==> src/rtl/alu_seq_pkg.sv <==
// ============================================================================
// Module      : alu_seq_pkg
// Description : Opcodes, FSM state encoding and helpers for alu_rr_sequencer.
// Revision    : 1.0 - initial release
// ============================================================================
`default_nettype none

package alu_seq_pkg;

   localparam logic [2:0] OP_PASS = 3'b000;
   localparam logic [2:0] OP_NOT  = 3'b001;
   localparam logic [2:0] OP_ADD  = 3'b010;
   localparam logic [2:0] OP_SUB  = 3'b011;
   localparam logic [2:0] OP_AND  = 3'b100;
   localparam logic [2:0] OP_OR   = 3'b101;
   localparam logic [2:0] OP_XOR  = 3'b110;
   localparam logic [2:0] OP_NEG  = 3'b111;

   typedef enum logic [1:0] {
      IDLE = 2'b00,
      INV  = 2'b01,
      EXEC = 2'b10,
      RESP = 2'b11
   } state_t;

   // Two's-complement ops get an invert pass before the carry-in add.
   function automatic logic needs_inv(input logic [2:0] op);
      return (op == OP_SUB) || (op == OP_NEG);
   endfunction

endpackage

`default_nettype wire

==> src/rtl/alu_rr_arb2.sv <==
// ============================================================================
// Module      : alu_rr_arb2
// Description : Combinational 2-way round-robin grant; owner of last_grant is
//               the parent.
// Revision    : 1.0 - initial release
// ============================================================================
`default_nettype none

module alu_rr_arb2 (
   input  logic valid0,
   input  logic valid1,
   input  logic last_grant,
   output logic gnt0,
   output logic gnt1
);

   // On a tie the requester that did not win last time is served.
   always_comb begin
      gnt0 = valid0 & (~valid1 | last_grant);
      gnt1 = valid1 & (~valid0 | ~last_grant);
   end

endmodule

`default_nettype wire

==> src/rtl/alu_rr_sequencer.sv <==
// ============================================================================
// Module      : alu_rr_sequencer
// Description : Two-requester round-robin front end sharing one multi-step ALU.
//               Optional done counters enabled by macro ALU_SEQ_STATS_EN.
// Revision    : 1.0 - initial release
// ============================================================================
`default_nettype none

module alu_rr_sequencer #(
   parameter int WIDTH = 6,
   parameter int OPW   = 3
) (
   input  logic             clk,
   input  logic             rst_n,
   input  logic             req0_valid,
   output logic             req0_ready,
   input  logic [OPW-1:0]   req0_op,
   input  logic [WIDTH-1:0] req0_a,
   input  logic [WIDTH-1:0] req0_b,
   input  logic             req1_valid,
   output logic             req1_ready,
   input  logic [OPW-1:0]   req1_op,
   input  logic [WIDTH-1:0] req1_a,
   input  logic [WIDTH-1:0] req1_b,
   output logic             rsp_valid,
   input  logic             rsp_ready,
   output logic             rsp_id,
   output logic [WIDTH-1:0] rsp_data,
   output logic             rsp_carry,
`ifdef ALU_SEQ_STATS_EN
   output logic             busy,
   output logic [7:0]       done_cnt0,
   output logic [7:0]       done_cnt1
`else
   output logic             busy
`endif
);

   import alu_seq_pkg::*;

   state_t           r_state;
   state_t           w_next;
   logic             r_last_grant;
   logic [OPW-1:0]   r_op;
   logic [WIDTH-1:0] r_a;
   logic [WIDTH-1:0] r_b;
   logic             r_id;
   logic             r_cin;
   logic [WIDTH-1:0] r_rsp_data;
   logic             r_rsp_carry;

   logic             w_gnt0;
   logic             w_gnt1;
   logic             w_accept;
   logic [OPW-1:0]   w_sel_op;
   logic [WIDTH-1:0] w_sel_a;
   logic [WIDTH-1:0] w_sel_b;
   logic [WIDTH-1:0] w_addend;
   logic [WIDTH:0]   w_sum;
   logic [WIDTH-1:0] w_res;
   logic             w_carry;

   alu_rr_arb2 u_arb (
      .valid0     (req0_valid),
      .valid1     (req1_valid),
      .last_grant (r_last_grant),
      .gnt0       (w_gnt0),
      .gnt1       (w_gnt1)
   );

   // Readies are masked while reset is asserted so nothing looks accepted.
   always_comb begin
      req0_ready = rst_n && (r_state == IDLE) && w_gnt0;
      req1_ready = rst_n && (r_state == IDLE) && w_gnt1;
      w_accept   = req0_ready || req1_ready;
      w_sel_op   = w_gnt1 ? req1_op : req0_op;
      w_sel_a    = w_gnt1 ? req1_a  : req0_a;
      w_sel_b    = w_gnt1 ? req1_b  : req0_b;
      rsp_valid  = (r_state == RESP);
      busy       = (r_state != IDLE);
      rsp_id     = r_id;
      rsp_data   = r_rsp_data;
      rsp_carry  = r_rsp_carry;
   end

   always_comb begin
      w_next = r_state;
      case (r_state)
         IDLE: if (w_accept) w_next = needs_inv(w_sel_op) ? INV : EXEC;
         INV:  w_next = EXEC;
         EXEC: w_next = RESP;
         RESP: if (rsp_ready) w_next = IDLE;
         default: w_next = IDLE;
      endcase
   end

   always_ff @(posedge clk) begin
      if (!rst_n) r_state <= IDLE;
      else        r_state <= w_next;
   end

   // NEG already holds ~A in r_a, so it only needs the carry-in added.
   always_comb begin
      w_addend = (r_op == OP_NEG) ? '0 : r_b;
      w_sum    = {1'b0, r_a} + {1'b0, w_addend} + {{WIDTH{1'b0}}, r_cin};
      w_res    = '0;
      w_carry  = 1'b0;
      case (r_op)
         OP_PASS: w_res = r_a;
         OP_NOT:  w_res = ~r_a;
         OP_ADD, OP_SUB, OP_NEG: begin
            w_res   = w_sum[WIDTH-1:0];
            w_carry = w_sum[WIDTH];
         end
         OP_AND:  w_res = r_a & r_b;
         OP_OR:   w_res = r_a | r_b;
         OP_XOR:  w_res = r_a ^ r_b;
         default: w_res = '0;
      endcase
   end

   always_ff @(posedge clk) begin
      if (!rst_n) begin
         r_last_grant <= 1'b1;
         r_op         <= '0;
         r_a          <= '0;
         r_b          <= '0;
         r_id         <= 1'b0;
         r_cin        <= 1'b0;
         r_rsp_data   <= '0;
         r_rsp_carry  <= 1'b0;
      end else begin
         case (r_state)
            IDLE: if (w_accept) begin
               r_op         <= w_sel_op;
               r_a          <= w_sel_a;
               r_b          <= w_sel_b;
               r_id         <= w_gnt1;
               r_last_grant <= w_gnt1;
               r_cin        <= 1'b0;
            end
            INV: begin
               if (r_op == OP_SUB) r_b <= ~r_b;
               else                r_a <= ~r_a;
               r_cin <= 1'b1;
            end
            EXEC: begin
               r_rsp_data  <= w_res;
               r_rsp_carry <= w_carry;
            end
            default: ;
         endcase
      end
   end

`ifdef ALU_SEQ_STATS_EN
   logic [7:0] r_done_cnt0;
   logic [7:0] r_done_cnt1;

   always_ff @(posedge clk) begin
      if (!rst_n) begin
         r_done_cnt0 <= 8'd0;
         r_done_cnt1 <= 8'd0;
      end else if (rsp_valid && rsp_ready) begin
         if (!r_id && r_done_cnt0 != 8'hFF) r_done_cnt0 <= r_done_cnt0 + 8'd1;
         if ( r_id && r_done_cnt1 != 8'hFF) r_done_cnt1 <= r_done_cnt1 + 8'd1;
      end
   end

   assign done_cnt0 = r_done_cnt0;
   assign done_cnt1 = r_done_cnt1;
`endif

endmodule

`default_nettype wire
==> config.mk <==
export PLATFORM = sky130hd
export DESIGN_NAME = alu_rr_sequencer
export DESIGN_NICKNAME = d
export VERILOG_FILES = /design/src/rtl/alu_seq_pkg.sv /design/src/rtl/alu_rr_arb2.sv /design/src/rtl/alu_rr_sequencer.sv
export SDC_FILE = /design/constraint.sdc
export NUM_CORES = 1
export LEC_CHECK = 0
export BUFFER_PORTS_ARGS = -buffer_cell sky130_fd_sc_hd__buf_4
export CAP_MARGIN = 20
export CORE_AREA = 2 2 71 73
export CTS_CLUSTER_SIZE = 14
export DETAILED_ROUTE_END_ITERATION = 6
export DIE_AREA = 0 0 73 75
export GPL_TIMING_DRIVEN = 1
export PLACE_DENSITY = 0.82
export REMOVE_ABC_BUFFERS = 1
export SYNTH_ARGS = -nofsm -noshare
export SYNTH_HDL_FRONTEND = slang
export SYNTH_HIERARCHICAL = 1
export SYNTH_SLANG_ARGS = --single-unit
==> constraint.sdc <==
create_clock -name clk -period 3.48 [get_ports clk]
set_input_delay 0.696 -clock clk [delete_from_list [all_inputs] [get_ports clk]]
set_output_delay 0.696 -clock clk [all_outputs]
set_load 0.02 [all_outputs]
Word-level counts from Yosys, hierarchy flattened
Index checks and enable logic that the tools add are counted.

Reductions and logical operators: 15. Mux-type cells: 18. Bitwise gates (word level): 12. Equality and inequality tests: 16. Add/subtract/negate cells: 2.

Operators by type and width (count): $mux 6 (7); $pmux 6 s6 (1); $pmux 6 s2 (2); $eq 3x3->1 const B (5); $not 6->6 (2); $eq 3x2->1 const B (3); $pmux 2 s4 (1); $add 6x6->7 (1); $add 7x1->7 (1); $and 6x6->6 (1); $mux 2 (3); $ne 2x2->1 const B (3); $or 6x6->6 (1); $reduce_and 2->1 (3); $reduce_and 3->1 (2); $xor 6x6->6 (1); $eq 2x2->1 const B (2); $reduce_bool 2->1 (2); $eq 3x1->1 const B (1); $logic_and 1x1->1 (3); $logic_not 3->1 (1); $mux 3 (1); $not 1->1 (3); $reduce_or 3->1 (1); other kinds (8) (12).

Flip-flop bits (word level): 27. Logic and storage cells: 72. Bits of input ports: 35.

Logic depth before layout (Yosys ltp)
Depth after elaboration: 9. Depth in mapped cells: 11. Mapped depth without buffers: 9.

Modules after synthesis
The synthesis kept the hierarchy.

Modules (own cells, without submodules): alu_rr_sequencer (area an instance 2321.0 um^2, cells each 282, seq. area each 540.5 um^2, times used 1); alu_rr_arb2 (area an instance 18.8 um^2, cells each 3, seq. area each 0.0 um^2, times used 1).

Least setup slack after synthesis
OpenSTA, ideal clock, no wires.

Path kind: reg2reg. Start: reg r_op[1]. End: reg r_rsp_data[4] (netlist: rsp_data[4]). Buffers on the path: 2. Data arrival time: 2426 ps. Data required time: 3393 ps. Slack: 967 ps. Cell stages (with the launch flop): 12. Cells stage by stage: dfxtp_1 > buf_2 > buf_2 > nand3_1 > nand2_1 > fa_1 > fa_1 > nand2b_1 > a21oi_1 > xor2_1 > a32oi_1 > o31ai_1.

Word-level cells in the longest chain between the ends: 5.

Ends and longest elaborated chain: start, declared (line alu_rr_sequencer.sv:44) `logic [OPW-1:0] r_op;`; start signal, assigned (line alu_rr_sequencer.sv:135) `r_op <= w_sel_op;`; $eq 3x3->1 (line alu_rr_sequencer.sv:104, alu_rr_sequencer.sv:108); $mux 6 (line alu_rr_sequencer.sv:104) `w_addend = (r_op == OP_NEG) ? '0 : r_b;`; $add 6x6->7 (line alu_rr_sequencer.sv:105) `w_sum = {1'b0, r_a} + {1'b0, w_addend} + {{WIDTH{1'b0}}, r_cin};`; $add 7x1->7 (line alu_rr_sequencer.sv:105); $pmux 6 s6 * (line alu_rr_sequencer.sv:108) `case (r_op)`; end signal, assigned (line alu_rr_sequencer.sv:148) `r_rsp_data <= w_res;`; end, declared (line alu_rr_sequencer.sv:49) `logic [WIDTH-1:0] r_rsp_data;`.

Mark *: on every way between the ends. The rest lies on a longest branch, timed or not. A chain may end at the register's enable or synchronous reset.

Worst setup path in the final report
Start: reg r_op[2]. End: reg r_rsp_data[4] (netlist: rsp_data[4]).

Same word-level chain as after synthesis.

==> flow_metrics.py <==
metrics = {
    "cts": {
        "worst_setup_hold_path_clk_slew_ns": 0.10,
        "cts_num_sinks": 27,
        "clock-root-buffer": "sky130_fd_sc_hd__clkbuf_8",
        "cts_hold_buf": 0,
        "worst_skew_pair.late_latency_ns": 0.28,
        "cts-root-to-sink-buffers": 2,
        "cts_inserted_buffers": 3,
        "tritoncts": "done",
        "number_of_buffers_inserted_by_post_cts_setup_repair": 0,
        "cts_max_level": 1,
        "post_cts_resized": 0,
    },
    "sta": {
        "timing.final.crit_period_ns": 2.69,
        "rsz0062_at_grt": "no",
        "period_share": 0.773,
        "postLayoutSetupSlackWorst_ns": 0.789,
        "timing.max_slew.rel_slack": 0.503,
        "slew_viol_final": 0,
        "fin_worst_skew_ns": 0.00913,
        "max_slew.worst_pin.slew_ns": 0.741,
        "max_clock_freq_mhz": 372,
        "finalHoldViolCount": 0,
        "report.final.setup_viol": 0,
    },
    "status": {
        "run_status": "complete, no violations",
    },
    "floorplanning": {
        "floorplan.die_area_um2": 5480,
        "floorplan.core_area_um2": 4660,
        "die-height_um": 75,
        "floorplan.die.width_um": 73,
        "initial_core_util": 0.502,
        "boundary_pin_count": 47,
        "placement_rows": 25,
    },
    "placed_design": {
        "place.detailed.hpwl_um": 4150,
        "portBuffers": 46,
        "pre_cts_ws_ns": 0.836,
        "placed_cells": 371,
        "place_congestion": 0.926,
    },
    "setup_path": {
        "cp_top_family": "adder cells",
        "cp.required_ns": 3.68,
        "timing.critical_path.from": "r_op[2]",
        "critical_path.most_common_cell": "sky130_fd_sc_hd__fa_1",
        "cp_slowest_cell": "sky130_fd_sc_hd__dfxtp_1",
        "crit_fanout": 21,
        "rr_endpoint": "rsp_data[4]",
        "path_cells": "nand3_1 -> nand2_1 -> fa_1 -> fa_1 -> nand2b_1 -> a21oi_1 -> xor2_1 -> a32oi_1 -> o31ai_1",
        "crit_path_end": "rsp_data[4]",
        "reg2reg_depth": 9,
        "max_stage_delay_ns": 0.53,
        "reg2reg_setup_slack_ns": 0.79,
        "worst-path-stages": 9,
        "setup.worst_path.start_class": "flop",
        "critPathArrivalTime_ns": 2.89,
        "path_buf_inv": 0,
        "critical_path.reg2reg.startpoint": "r_op[2]",
        "timing.setup.critical_path_class": "flop to flop",
        "end_kind": "flop",
    },
    "layout": {
        "insertedDiodeCount": 0,
        "final_cell_count_no_fill": 375,
        "layout.filler_cells": 452,
        "nNetsFinal": 381,
        "post_route_cells_drive_above_1_share": 0.218,
        "area_delta_synth_final_pct": 16.4,
    },
    "yosys": {
        "synth_instances": 285,
        "synthesis.area_per_instance_um2": 8.21,
        "synth_area_leaders": "sky130_fd_sc_hd__dfxtp_1 (23%), sky130_fd_sc_hd__ha_1 (12%), sky130_fd_sc_hd__nand2_1 (4.3%), sky130_fd_sc_hd__mux2i_1 (4.3%), sky130_fd_sc_hd__nor2b_1 (4.0%)",
        "yosysSeqAreaShare": 0.231,
        "synthDistinctLibCells": 52,
        "async_flop_share": 0,
        "synthDominantCellAreaShare": 0.231,
        "synth.top_cells.by_count": "sky130_fd_sc_hd__dfxtp_1 (27), sky130_fd_sc_hd__nand2_1 (27), sky130_fd_sc_hd__ha_1 (22), sky130_fd_sc_hd__inv_1 (22)",
        "synth_enable_flop_cells": 0,
        "synthDominantAreaCellType": "sky130_fd_sc_hd__dfxtp_1",
        "synth-seq-cells": 27,
        "number_of_warnings_issued_by_yosys": 6,
        "synth-main-ff-cell": "sky130_fd_sc_hd__dfxtp_1",
        "synth.cell_area_um2": 2340,
    },
    "detailed_routing": {
        "wire_per_inst_um": 14.7,
        "detail-route-antenna-nets": 0,
        "dr_total_vias": 2122,
        "avgViaCountPerCell": 5.66,
        "firstDrtPassIters": 4,
        "remaining_drc_errors": 0,
        "wire_length_reported_by_the_detailed_router_um": 5520,
        "drt-initial-drc-count": 122,
    },
    "power": {
        "power.total_w": 0.00163,
        "power_per_cell_area_nw_per_um2": 597,
        "power_leakage_nw": 1.16,
        "maximum_resistive_drop_on_vdd_uv": 333,
    },
    "global_route": {
        "grt_first_pass_wirelength_um": 9350,
        "track_usage": 0.215,
        "grt_antenna_before_repair": 0,
        "gr_overflow_total": 0,
        "first_global_vias": 2010,
        "largest_net_degree_at_the_start_of_global_routing": 33,
    },
    "min_path": {
        "worst_hold_path_type": "flop to flop",
    },
    "job": {
        "maxCapViolCount": 0,
    },
}
-- worst min-delay path by stage --
stage,from,slack [ns],to,cells past startpoint
CTS,rsp_data[1],0.47,rsp_data[1],2
finish,rsp_data[1],0.47,rsp_data[1],2
detailed placement,rsp_data[1],0.46,rsp_data[1],2
global route,rsp_data[1],0.49,rsp_data[1],2
global placement,rsp_data[0],0.45,rsp_data[0],2
floorplan,r_cin,0.44,r_cin,2
-- stage by stage --
step,hold slack (ns),cell area [um2],utilization,setup TNS [ns]
6_report,0.466,2720,0.584,0
5_1_grt,0.492,2720,0.584,0
4_1_cts,0.471,2720,0.584,0
3_5_place_dp,0.457,2680,0.575,0
3_3_place_gp,0.449,2680,0.575,0
2_1_floorplan,0.441,2240,-,-3.55
-- registers in the layout, summed over array words and instances, names as in the netlist --
signal        flops
r_a               6
r_b               6
r_cin             1
r_last_grant      1
r_op              3
r_state           2
rsp_carry         1
rsp_data          6
rsp_id            1
-- layout by cell type (no fill, tap or decap), drive strengths merged, types with 5 or more instances in the layout --
cell    Yosys  final
nand2b      7      7
mux2i      10     10
a211oi     15     15
a21oi      12     12
nand3       8      8
nor2b      15     15
nor3        9      9
inv        23     23
nand2      27     27
and2        5      5
o21ai      16     16
ha         22     22
nor2       14     14
buf        10     49
a211o       8      8
dfxtp      27     27
a21boi     11     11
-- cells by family (layout without fill, tap and decap cells) --
kind of cell | Yosys count | in the layout | synth area share
AND/OR/NAND/NOR | 94 | 94 | 0.209
AO/OA/AOI/OAI | 88 | 88 | 0.297
buffers and inverters | 41 | 77 | 0.0813
flip-flops | 27 | 27 | 0.231
adder cells (fa/ha/maj) | 24 | 24 | 0.135
multiplexers | 10 | 10 | 0.0428
XOR/XNOR | 1 | 1 | 0.00374
-- area by class of cell --
class	count	area, um2	share of cell area
multi-input cells	217	1610	0.592
well taps	54	67.6	0.0248
clock buffers	4	45.0	0.0165
inverters	24	90.1	0.0331
flip-flops and latches	27	541	0.198
repair buffers	49	368	0.135
-- per-layer routing --
layer | vias to the layer above | global-route usage | wire length [um]
met3 | 4 | 0.0228 | 235
met5 | - | 0 | 0
li1 | 1086 | - | -
met4 | 0 | 0.0412 | 27
met1 | 968 | 0.285 | 2560
met2 | 64 | 0.380 | 2700
-- worst register-to-register path, delay by kind of cell (launching register included) --
kind | cells | cell delay, ns
compound gates | 3 | 0.55
flops | 1 | 0.53
fa+ha+maj | 2 | 0.81
xor+xnor | 1 | 0.17
simple gates | 3 | 0.56
-- power breakdown --
group          leakage [nW]  switching, W  internal, W
sequential            0.221      0.000111     0.000391
combinational         0.918      0.000543     0.000398
clock                0.0228      0.000102    0.0000821
Power figures use the tool's default switching activity.
